$ cat config.mk
export PLATFORM = sky130hd
export DESIGN_NAME = multdiv_issue_ctrl
export DESIGN_NICKNAME = d
export VERILOG_FILES = /design/src/rtl/multdiv_issue_ctrl_pkg.sv /design/src/rtl/multdiv_cycle_counter.sv /design/src/rtl/multdiv_issue_ctrl.sv
export SDC_FILE = /design/constraint.sdc
export NUM_CORES = 1
export LEC_CHECK = 0
export BUFFER_PORTS_ARGS = -buffer_cell sky130_fd_sc_hd__buf_2
export CAP_MARGIN = 5
export CORE_ASPECT_RATIO = 0.8
export CORE_UTILIZATION = 40
export CTS_BUF_LIST = sky130_fd_sc_hd__clkbuf_4
export CTS_CLUSTER_DIAMETER = 40
export DETAILED_ROUTE_END_ITERATION = 6
export PLACE_DENSITY = 0.69
export SKIP_LAST_GASP = 1
export SYNTH_ARGS = -nofsm -noshare
export SYNTH_HDL_FRONTEND = slang
export SYNTH_SLANG_ARGS = --single-unit
$ cat constraint.sdc
create_clock -name clock -period 4.35 [get_ports clock]
set_input_delay 0.6525 -clock clock [delete_from_list [all_inputs] [get_ports clock]]
set_output_delay 0.6525 -clock clock [all_outputs]
set_load 0.005 [all_outputs]
$ cat src/rtl/multdiv_issue_ctrl_pkg.sv
// Shared state encoding and exception constants for the mult/div issue controller.
// The optional watchdog in the top level is enabled by defining MULTDIV_TIMEOUT_EN.
package multdiv_issue_ctrl_pkg;

  typedef enum logic [1:0] {
    IDLE  = 2'd0,
    BUSY  = 2'd1,
    DONE  = 2'd2,
    ABORT = 2'd3
  } md_state_t;

  localparam int STATUS_REG   = 30;
  localparam int MUL_EXC_CODE = 4;
  localparam int DIV_EXC_CODE = 5;

endpackage

$ cat src/rtl/multdiv_cycle_counter.sv
// Saturating up-counter with synchronous clear; times how long the mult/div unit has run.
module multdiv_cycle_counter #(
  parameter int W = 8
) (
  input  logic         clock,
  input  logic         ctrl_reset,
  input  logic         clear,
  input  logic         enable,
  output logic [W-1:0] count
);

  always_ff @(posedge clock or posedge ctrl_reset) begin
    if (ctrl_reset)
      count <= '0;
    else if (clear)
      count <= '0;
    else if (enable && (count != '1))
      count <= count + W'(1);
  end

endmodule

$ cat src/rtl/multdiv_issue_ctrl.sv
// Issues MUL/DIV ops from DX to the multi-cycle unit, stalls the front end while it runs,
// and emits one writeback record per op. Define MULTDIV_TIMEOUT_EN for the watchdog.
//
// state | meaning
// IDLE  | no op in flight; accept MUL/DIV from DX
// BUSY  | unit running, front end stalled
// DONE  | writeback record valid this cycle, held instruction advances
// ABORT | op squashed by flush; wait for the stale result and drop it
module multdiv_issue_ctrl #(
  parameter int DATA_W         = 32,
  parameter int REG_BITS       = 5,
  parameter int STATUS_REG     = multdiv_issue_ctrl_pkg::STATUS_REG,
  parameter int MUL_EXC_CODE   = multdiv_issue_ctrl_pkg::MUL_EXC_CODE,
  parameter int DIV_EXC_CODE   = multdiv_issue_ctrl_pkg::DIV_EXC_CODE,
  parameter int TIMEOUT_CYCLES = 40
) (
  input  logic                clock,
  input  logic                ctrl_reset,
  input  logic                op_valid,
  input  logic                op_is_div,
  input  logic [REG_BITS-1:0] op_rd,
  input  logic [DATA_W-1:0]   op_dataA,
  input  logic [DATA_W-1:0]   op_dataB,
  input  logic                flush,
  output logic                md_ctrl_MULT,
  output logic                md_ctrl_DIV,
  output logic [DATA_W-1:0]   md_operandA,
  output logic [DATA_W-1:0]   md_operandB,
  input  logic                md_resultRDY,
  input  logic [DATA_W-1:0]   md_result,
  input  logic                md_exception,
  output logic                stall,
  output logic                wb_valid,
  output logic [REG_BITS-1:0] wb_rd,
  output logic [DATA_W-1:0]   wb_data,
  output logic                busy
);
  import multdiv_issue_ctrl_pkg::*;

  localparam int CNT_W = $clog2(TIMEOUT_CYCLES + 1);
  localparam logic [CNT_W-1:0] LIMIT = CNT_W'(TIMEOUT_CYCLES - 1);

`ifdef MULTDIV_TIMEOUT_EN
  localparam bit TIMEOUT_ON = 1'b1;
`else
  localparam bit TIMEOUT_ON = 1'b0;
`endif

  md_state_t           state;
  logic                kind_div;
  logic [REG_BITS-1:0] rd_q;
  logic [CNT_W-1:0]    cycles;
  logic                issue;
  logic                timeout;
  logic [DATA_W-1:0]   exc_data;

  assign issue    = (state == IDLE) && op_valid && !flush;
  assign busy     = (state != IDLE);
  assign timeout  = TIMEOUT_ON && (cycles >= LIMIT);
  assign exc_data = kind_div ? DATA_W'(DIV_EXC_CODE) : DATA_W'(MUL_EXC_CODE);

  multdiv_cycle_counter #(.W(CNT_W)) u_cycle_counter (
    .clock      (clock),
    .ctrl_reset (ctrl_reset),
    .clear      (issue),
    .enable     ((state == BUSY) || (state == ABORT)),
    .count      (cycles)
  );

  // ABORT only holds back another mult/div; ordinary instructions keep flowing.
  always_comb begin
    stall = 1'b0;
    case (state)
      IDLE:    stall = issue;
      BUSY:    stall = 1'b1;
      ABORT:   stall = op_valid;
      default: stall = 1'b0;
    endcase
  end

  always_ff @(posedge clock or posedge ctrl_reset) begin
    if (ctrl_reset) begin
      state        <= IDLE;
      kind_div     <= 1'b0;
      rd_q         <= '0;
      md_ctrl_MULT <= 1'b0;
      md_ctrl_DIV  <= 1'b0;
      md_operandA  <= '0;
      md_operandB  <= '0;
      wb_valid     <= 1'b0;
      wb_rd        <= '0;
      wb_data      <= '0;
    end else begin
      md_ctrl_MULT <= 1'b0;
      md_ctrl_DIV  <= 1'b0;
      wb_valid     <= 1'b0;
      case (state)
        IDLE: begin
          if (issue) begin
            state        <= BUSY;
            kind_div     <= op_is_div;
            rd_q         <= op_rd;
            md_operandA  <= op_dataA;
            md_operandB  <= op_dataB;
            md_ctrl_MULT <= !op_is_div;
            md_ctrl_DIV  <= op_is_div;
          end
        end
        BUSY: begin
          // A flush coinciding with the result still squashes it.
          if (flush) begin
            state <= md_resultRDY ? IDLE : ABORT;
          end else if (md_resultRDY && !md_exception) begin
            state    <= DONE;
            wb_valid <= 1'b1;
            wb_rd    <= rd_q;
            wb_data  <= md_result;
          end else if (md_resultRDY || timeout) begin
            state    <= DONE;
            wb_valid <= 1'b1;
            wb_rd    <= REG_BITS'(STATUS_REG);
            wb_data  <= exc_data;
          end
        end
        DONE: state <= IDLE;
        ABORT: begin
          if (md_resultRDY || timeout)
            state <= IDLE;
        end
        default: state <= IDLE;
      endcase
    end
  end

endmodule

==> results of run 1 <==
power by group through the flow:
stage	combinational (mW)	clock [mW]	sequential (mW)
global route	0.870	0.656	1.48
floorplan	0.435	0	1.48
CTS	0.814	0.607	1.45
finish	0.799	0.584	1.45
global placement	0.797	0	1.45
detailed placement	0.811	0	1.47
layer usage:
metal | GRT usage [%] | routed length [microns] | share of wire (%)
met1 | 22.0 | 4490 | 45
met2 | 25.8 | 4700 | 47
met3 | 4.88 | 692 | 6.9
met4 | 5.44 | 159 | 1.6
met5 | 0 | 0 | 0
path summary, 6_finish.rpt:
check | end | depth (start not counted) | slack, ps
setup / recovery | wb_data[4]$_DFFE_PP0P_ | 3 | 2160
hold / removal | md_operandA[16]$_DFFE_PP0P_ | 2 | 170
setup reg to reg | wb_data[4]$_DFFE_PP0P_ | 2 | 2300
hold reg to reg | md_operandB[4]$_DFFE_PP0P_ | 1 | 500
max in group asynchronous | md_operandA[11]$_DFFE_PP0P_ | 3 | 3190
min in group clock | md_ctrl_MULT$_DFF_PP0_ | 2 | 350
worst register-to-register path: stages (launching register included):
cell      delay, ps
dfrtp_1         490
and4bb_2       1030
mux2_2          430
flip-flops by register name (all words and copies together), names as in the netlist:
signal,cells
wb_data,32
md_ctrl_MULT,1
wb_valid,1
state,2
wb_rd,5
md_operandB,32
kind_div,1
md_ctrl_DIV,1
rd_q,5
md_operandA,32
layout make-up:
type	count	area (sq um)	share of cell area (%)
clock buffers	10	75.1	1.22
clock inverters	6	92.6	1.51
inverters	2	10.0	0.163
multi-input cells	156	1860	30.4
flip-flops and latches	112	2800	45.7
well taps	148	185	3.02
repair buffers	216	1100	18.0
metrics by stage:
step           worst slack (ps)  hold slack [ps]
6_report                   2160              172
4_1_cts                    2160              156
3_5_place_dp               1650              469
5_1_grt                    2050              146
2_1_floorplan               738              474
3_3_place_gp               1700              468
cells by family after synthesis:
logic type | count (synthesis) | share of synthesized area [%]
buf+inv | 22 | 4.61
flops | 112 | 57.4
simple gates | 45 | 7.89
mux | 108 | 29.7
compound gates | 3 | 0.436
placed cells by master (no fill, tap or decap), types with 2 or more instances in the layout:
cell type,count
and3b_1,31
dfrtp_1,112
bufinv_16,2
clkbuf_4,10
buf_4,2
buf_2,213
mux2_1,7
mux2_2,39
or3b_2,4
clkinvlp_4,2
mux2_4,62
==> results_dict.tcl, run 1 <==
set metrics [dict create \
    status "finished with violations" \
    violations "design-rule violations" \
    n_fill_cell 1001 \
    arrival_ps 2550 \
    die_w_microns 126 \
    synth_most_common_cell "dfrtp_1" \
    ys_types 25 \
    first_pass_iters 6 \
    gp_congestion 0.722 \
    dpl.hpwl_microns 7010 \
    clk_pin_slew_ps 160 \
    synth_flop_cell "dfrtp_1" \
    reg2reg_from "state[1]$_DFFE_PP0P_" \
    grt_pass1_wl_microns 16300 \
    hold_class "input port to async pin" \
    drc_errors 12 \
    switchingPower_mw 0.764 \
    ir_drop_uv 244 \
    finalHoldViolCount 0 \
    final_nets 605 \
    cts_setup_buffers 0 \
    cp_top_family "simple AND/OR/NAND/NOR gates" \
    drive_gt1_share_pct 67.9 \
    dpl_cell_area_sq_mm 0.00596 \
    finalSetupViolations 0 \
    cts_sinks 112 \
    fin_skew_ps 11.4 \
    drt_iter0_drc 85 \
    portBuffers 213 \
    start_util_pct 41.8 \
    critical_path.max_fanout 40 \
    core_sq_mm 0.0117 \
    syn_avg_cell_area_sq_um 16.8 \
    vias 3055 \
    clk_latency_ps 470 \
    cts_root_buf "clkbuf_4" \
    grt_start_max_net_pins 74 \
    drt-vias-per-instance 4.70 \
    postCtsHoldBufs 0 \
    avgRoutedWirePerCell_microns 15.5 \
    period_share_pct 50.4 \
    ys_seq_area_share_pct 57.4 \
    synth_seq_cells 112 \
    antenna_cells 0 \
    pwr-share-comb_pct 28.3 \
    cap_viol_max_count 0 \
    totalWireLength_microns 10000 \
    synth_async_sr_flop_share_pct 100 \
    slowest_delay_ps 1030 \
    crit_path_start "md_resultRDY" \
    design_area_sq_mm 0.00613 \
    yosys_warnings 0 \
    finalSetupTns_ps 0 \
    area_growth_pct 25.5 \
    fin_crit_ps 2190 \
    p_seq_share_pct 51.1 \
    path_buf_inv 1 \
    synth_common_cells "dfrtp_1, mux2_4, mux2_2, and3b_1, mux2_1" \
    fp-row-count 35 \
    io_pins 214 \
    synth_top_area_share_pct 57.4 \
    die-area_sq_mm 0.0127 \
    clkPwrFrac_pct 20.6 \
    p_int_mw 2.06 \
    fmax_mhz 456 \
    crit_required_ps 4710 \
    start_kind "input port" \
    die_y_microns 101 \
    tightest_slew_ps 1030 \
    path_class "input port to register" \
    grt_pass1_vias 3198 \
    grt_usage_pct 16.5 \
    syn_inst 290 \
    relSlewSlack_pct 31.6 \
    p_total_mw 2.83 \
    synth.area.top_cells "dfrtp_1, mux2_4, mux2_2" \
    p_sw_share_pct 27.0 \
    synth_edf_count 0 \
    slew_viol_final 0 \
    drtAntennaViolNets 0 \
    synthesis.nets 398 \
    ctsHtreeMaxLevel 3 \
    crit_path_end_kind "register" \
    final_util_pct 52.4 \
    post_cts_resized 0 \
    cp_slowest_cell "and4bb_2" \
    grt_setup_unrepaired "no" \
    numCtsBuffers 9 \
    cts_tree "built" \
    placedCellCount 634 \
    clockBufferDepth 2 \
    grt_overflow_total 0 \
    stdcell_count 650 \
    syn_area_sq_mm 0.00488 \
    synth_area_leader_cell "dfrtp_1" \
    power_density_mw_per_mm2 461 \
    crit_path_cell_trace "buf_2 -> and4bb_2 -> mux2_2" \
    antenna_found_initial 0 \
    p_leak_nw 3.29 \
]
Note: power is estimated with default switching activity, not from simulation.
==> run 2, diff against run 1 <==
- ABC_AREA: unset -> 1
- PLACE_DENSITY: 0.69 -> 0.7
- clock period: 4.35 -> 2.2 ns (I/O delays scaled with it)
==> results_dict.tcl, run 2 <==
set metrics [dict create \
    yosys_warnings 0 \
    p_total_mw 5.08 \
    syn_inst 562 \
    portBuffers 213 \
    hold-path-cell-count 3 \
    cts_sinks 112 \
    clk_latency_ps 440 \
    r2r_slack_ps 590 \
    finalSetupTns_ps 0 \
    antenna_cells 0 \
    slew_viol_final 0 \
    fp-row-count 34 \
    hold_class "input port to register" \
    grt_pass1_wl_microns 18800 \
    status "complete, no violations" \
    min_to "md_operandA[1]$_DFFE_PP0P_" \
    syn_avg_cell_area_sq_um 8.24 \
    syn_area_sq_mm 0.00463 \
    ys_types 14 \
    final_common_cell "nand2_1" \
    crit_path_start "state[1]$_DFFE_PP0P_" \
    crit_required_ps 1870 \
    synth_flop_cell "dfrtp_1" \
    grt_pass1_vias 3993 \
    synth_most_common_cell "nand2_1" \
    io_pins 214 \
    crit_path_end_kind "output port" \
    area_growth_pct 29.9 \
    reg2reg_from "state[1]$_DFFE_PP0P_" \
    clockBufferDepth 2 \
    ff2ff_path_depth 5 \
    cts_root_buf "clkbuf_4" \
    ir_drop_uv 465 \
    hold_start "op_dataA[1]" \
    fin_crit_ps 2020 \
    r2r-end "wb_data[13]$_DFFE_PP0P_" \
    grt_setup_unrepaired "no" \
    drive_gt1_share_pct 31.3 \
    period_share_pct 91.9 \
    cap_viol_max_count 0 \
    finalSetupViolations 0 \
    numCtsBuffers 9 \
    clk_pin_slew_ps 150 \
    start_util_pct 41.8 \
    die_w_microns 122 \
    synthesis.nets 670 \
    p_leak_nw 3.73 \
    final_util_pct 54.4 \
    synth.area.top_cells "dfrtp_1, nand2_1, nand3_1" \
    avgRoutedWirePerCell_microns 12.6 \
    final_nets 872 \
    drtAntennaViolNets 0 \
    finalHoldViolCount 0 \
    synth_area_leader_cell "dfrtp_1" \
    synth_async_sr_flop_share_pct 100 \
    layout_common_cells "nand2_1, buf_2, dfrtp_1, nand3_1, inv_1" \
    start_kind "register" \
    relSlewSlack_pct 54.8 \
    drt_iter0_drc 158 \
    ctsHtreeMaxLevel 3 \
    synth_seq_cells 112 \
    top_regs "md_operandA: 32 flops, md_operandB: 32 flops, wb_data: 32 flops" \
    path_class "register to output port" \
    vias 4161 \
    first_pass_iters 6 \
    die_y_microns 98.2 \
    fin_skew_ps 10.8 \
    die-area_sq_mm 0.0120 \
    cts_setup_buffers 0 \
    synth_edf_count 0 \
    grt_start_max_net_pins 68 \
    ys_seq_area_share_pct 60.6 \
    core_sq_mm 0.0111 \
    power_density_mw_per_mm2 845 \
    dpl.hpwl_microns 8250 \
    gp_congestion 0.802 \
    cts_tree "built" \
    critical_path.max_fanout 20 \
    drt-vias-per-instance 4.56 \
    antenna_found_initial 1 \
    grt_overflow_total 0 \
    tightest_slew_ps 677 \
    synth_top_area_share_pct 60.6 \
    fmax_mhz 495 \
    drc_errors 0 \
    arrival_ps 1690 \
    synth_common_cells "nand2_1, dfrtp_1, nand3_1, inv_1, nor2_1" \
    totalWireLength_microns 11500 \
    grt_usage_pct 19.9 \
]
run 2: cell families after synthesis:
kind of cell | count (synthesis) | synth area share [%]
compound gates | 2 | 0.216
flops | 112 | 60.6
buf+inv | 75 | 6.70
simple gates | 373 | 32.5
run 2: timing repair:
action / CTS / global route
resized for setup: 0 / 0
endpoints found under the setup margin: 0 / 1
hold buffers: 2 / 0
hold endpoints to repair: 28 / 0
run 2: cell type report:
class                      count  area, sq um
fill                        1074         5050
sequential                   112         2800
multi-input combinational    375         1520
timing repair buffer         224         1220
tap                          144          180
inverter                      42          161
clock buffer                  11         82.6
clock inverter                 5         47.5
run 2: worst max path at each step:
stage | to | cells after the start
after detailed placement | wb_data[13]$_DFFE_PP0P_ | 6
after CTS | stall | 4
after global placement | wb_data[0]$_DFFE_PP0P_ | 6
after global routing | stall | 4
after floorplan | kind_div$_DFFE_PP0P_ | 1
final | stall | 4
run 2: power breakdown:
group	leakage, nW	switching (mW)	total, mW	internal (mW)
clock	0.0757	0.611	0.974	0.363
sequential	1.43	0.259	2.78	2.52
combinational	2.22	0.710	1.32	0.612
total	3.73	1.58	5.08	3.50
run 2: per-stage QoR:
stage               hold WS, ps  setup WS [ps]  area [sq um]  instances
floorplan                   396            513          4630        562
global placement            450            651          5860        895
detailed placement          453            612          5860        895
CTS                        40.2            115          6010        913
global route               46.8          0.493          6010        913
finish                     93.8            178          6010        913
run 2: layer usage:
layer  global-route usage [%]  wire, microns  part of all wire, %  vias to the layer above
met5                        0             13                 0.11                        -
met4                     5.53            139                  1.2                        2
met3                     7.89           1130                  9.8                       14
met2                     32.0           5270                   46                      159
met1                     24.7           4930                   43                     1881
li1                         -              -                    -                     2105
run 2: worst max-delay path: stages, from the launching register on:
cell     delay [ps]
dfrtp_1         440
nor2_4          390
nand2_2         220
nand2_1          90
buf_2           110
==> run 3, diff against run 2 <==
- CORE_ASPECT_RATIO: 0.8 -> unset
==> results_dict.tcl, run 3 (synthesis results as in run 2) <==
set metrics [dict create \
    power_density_mw_per_mm2 852 \
    status "finished with violations" \
    dpl_cell_area_sq_mm 0.00581 \
    relSlewSlack_pct 55.2 \
    p_int_mw 3.47 \
    crit_path_start "state[1]$_DFFE_PP0P_" \
    arrival_ps 1570 \
    grt_overflow_total 0 \
    switchingPower_mw 1.60 \
    finalSetupTns_ps 0 \
    cts_root_buf "clkbuf_4" \
    finalHoldViolCount 19 \
    fp-row-count 38 \
    p_leak_nw 3.70 \
    slew_viol_final 0 \
    antenna_found_initial 2 \
    tightest_slew_ps 673 \
    numCtsBuffers 9 \
    p_seq_share_pct 54.8 \
    placedCellCount 890 \
    final_nets 870 \
    clk_pin_slew_ps 160 \
    final_common_cell "nand2_1" \
    cts_sinks 112 \
    reg2reg_from "state[0]$_DFFE_PP0P_" \
    fmax_mhz 526 \
    totalWireLength_microns 11800 \
    ir_drop_uv 440 \
    drc_errors 0 \
    dpl.hpwl_microns 8100 \
    grt_pass1_wl_microns 18600 \
    fin_crit_ps 1900 \
    ctsHtreeMaxLevel 3 \
    whs_ps -34.4 \
    critical_path.max_fanout 12 \
    cts_setup_buffers 0 \
    core_sq_mm 0.0111 \
    die_y_microns 110 \
    pwr-share-comb_pct 25.8 \
    first_pass_iters 4 \
    drt_iter0_drc 333 \
    start_kind "register" \
    clockBufferDepth 2 \
    top_regs "md_operandA: 32 flops, md_operandB: 32 flops, wb_data: 32 flops" \
    clk_latency_ps 470 \
    grt_setup_unrepaired "no" \
    cts_tree "built" \
    period_share_pct 86.4 \
    p_sw_share_pct 31.6 \
    io_pins 214 \
    crit_required_ps 1870 \
    grt_usage_pct 20.4 \
    cap_viol_max_count 0 \
    drt-vias-per-instance 4.68 \
    drtAntennaViolNets 0 \
    finalSetupViolations 0 \
    crit_path_end_kind "output port" \
    vias 4247 \
    start_util_pct 41.8 \
    layout_common_cells "nand2_1, buf_2, dfrtp_1, nand3_1, inv_1" \
    fin_skew_ps 7.55 \
    drive_gt1_share_pct 31.3 \
    stdcell_count 908 \
    clkPwrFrac_pct 19.4 \
    violations "negative hold slack" \
    r2r_slack_ps 660 \
    design_area_sq_mm 0.00595 \
    grt_pass1_vias 4043 \
    final_util_pct 53.7 \
    area_growth_pct 28.6 \
    portBuffers 213 \
    gp_congestion 0.781 \
    die_w_microns 110 \
    avgRoutedWirePerCell_microns 12.9 \
    hold_class "input port to async pin" \
    path_class "register to output port" \
    n_fill_cell 1065 \
    die-area_sq_mm 0.0120 \
    grt_start_max_net_pins 113 \
]
==> run 3: changes by cell type in the layout (fill, tap and decap cells not counted), sizes merged <==
| cell | previous run | this run |
|---|---|---|
| buf | 222 | 221 |
| clkbuf | 11 | 10 |
| diode | 0 | 2 |
| dlygate4sd3 | 2 | 1 |
==> run 3: final timing paths <==
| path | endpoint | depth (start not counted) |
|---|---|---|
| min reg2reg | md_operandA[29]$_DFFE_PP0P_ | 2 |
| max | stall | 4 |
| min | md_operandA[29]$_DFFE_PP0P_ | 3 |
| min in group clock | md_operandB[15]$_DFFE_PP0P_ | 3 |
| max in group asynchronous | wb_valid$_DFF_PP0_ | 3 |
| max reg2reg | md_operandB[29]$_DFFE_PP0P_ | 4 |
==> run 3: routing by layer <==
layer | track usage, % | vias to the layer above | share of wire, %
li1 | - | 2099 | -
met1 | 25.1 | 1953 | 43
met2 | 32.9 | 177 | 46
met3 | 5.87 | 18 | 9.0
met4 | 9.90 | 0 | 2.3
met5 | 0 | - | 0
==> run 3: critical path, stage by stage, from the launching register on <==
cell     delay (ps)
dfrtp_1         460
nor2_4          200
nand2_2         200
nand2_1         120
buf_2           110
==> run 3: stage by stage <==
stage,worst slack [ps],power [mW]
3_3_place_gp,694,4.10
2_1_floorplan,513,3.42
6_report,298,5.07
4_1_cts,242,5.15
3_5_place_dp,634,4.15
5_1_grt,188,5.47
==> run 3: area by class of cell <==
type | instances | area, sq um | area share, %
Timing Repair Buffer | 222 | 1160 | 19.5
Antenna cell | 2 | 5.00 | 0.0841
Multi-Input combinational cell | 375 | 1520 | 25.6
Tap cell | 140 | 175 | 2.94
Clock buffer | 10 | 75.1 | 1.26
Inverter | 42 | 161 | 2.71
Clock inverter | 5 | 48.8 | 0.820
Sequential cell | 112 | 2800 | 47.1
==> run 3: what timing repair did <==
action	in CTS	in global routing
resized for setup	0	0
hold buffers	1	0
endpoints found under the hold margin	1	0
==> run 3: power by group through the flow <==
stage	Sequential, mW	Combinational [mW]	Clock [mW]
CTS	2.78	1.34	1.03
floorplan	2.85	0.573	0
global route	2.84	1.52	1.11
detailed placement	2.81	1.34	0
global placement	2.79	1.31	0
finish	2.78	1.31	0.983
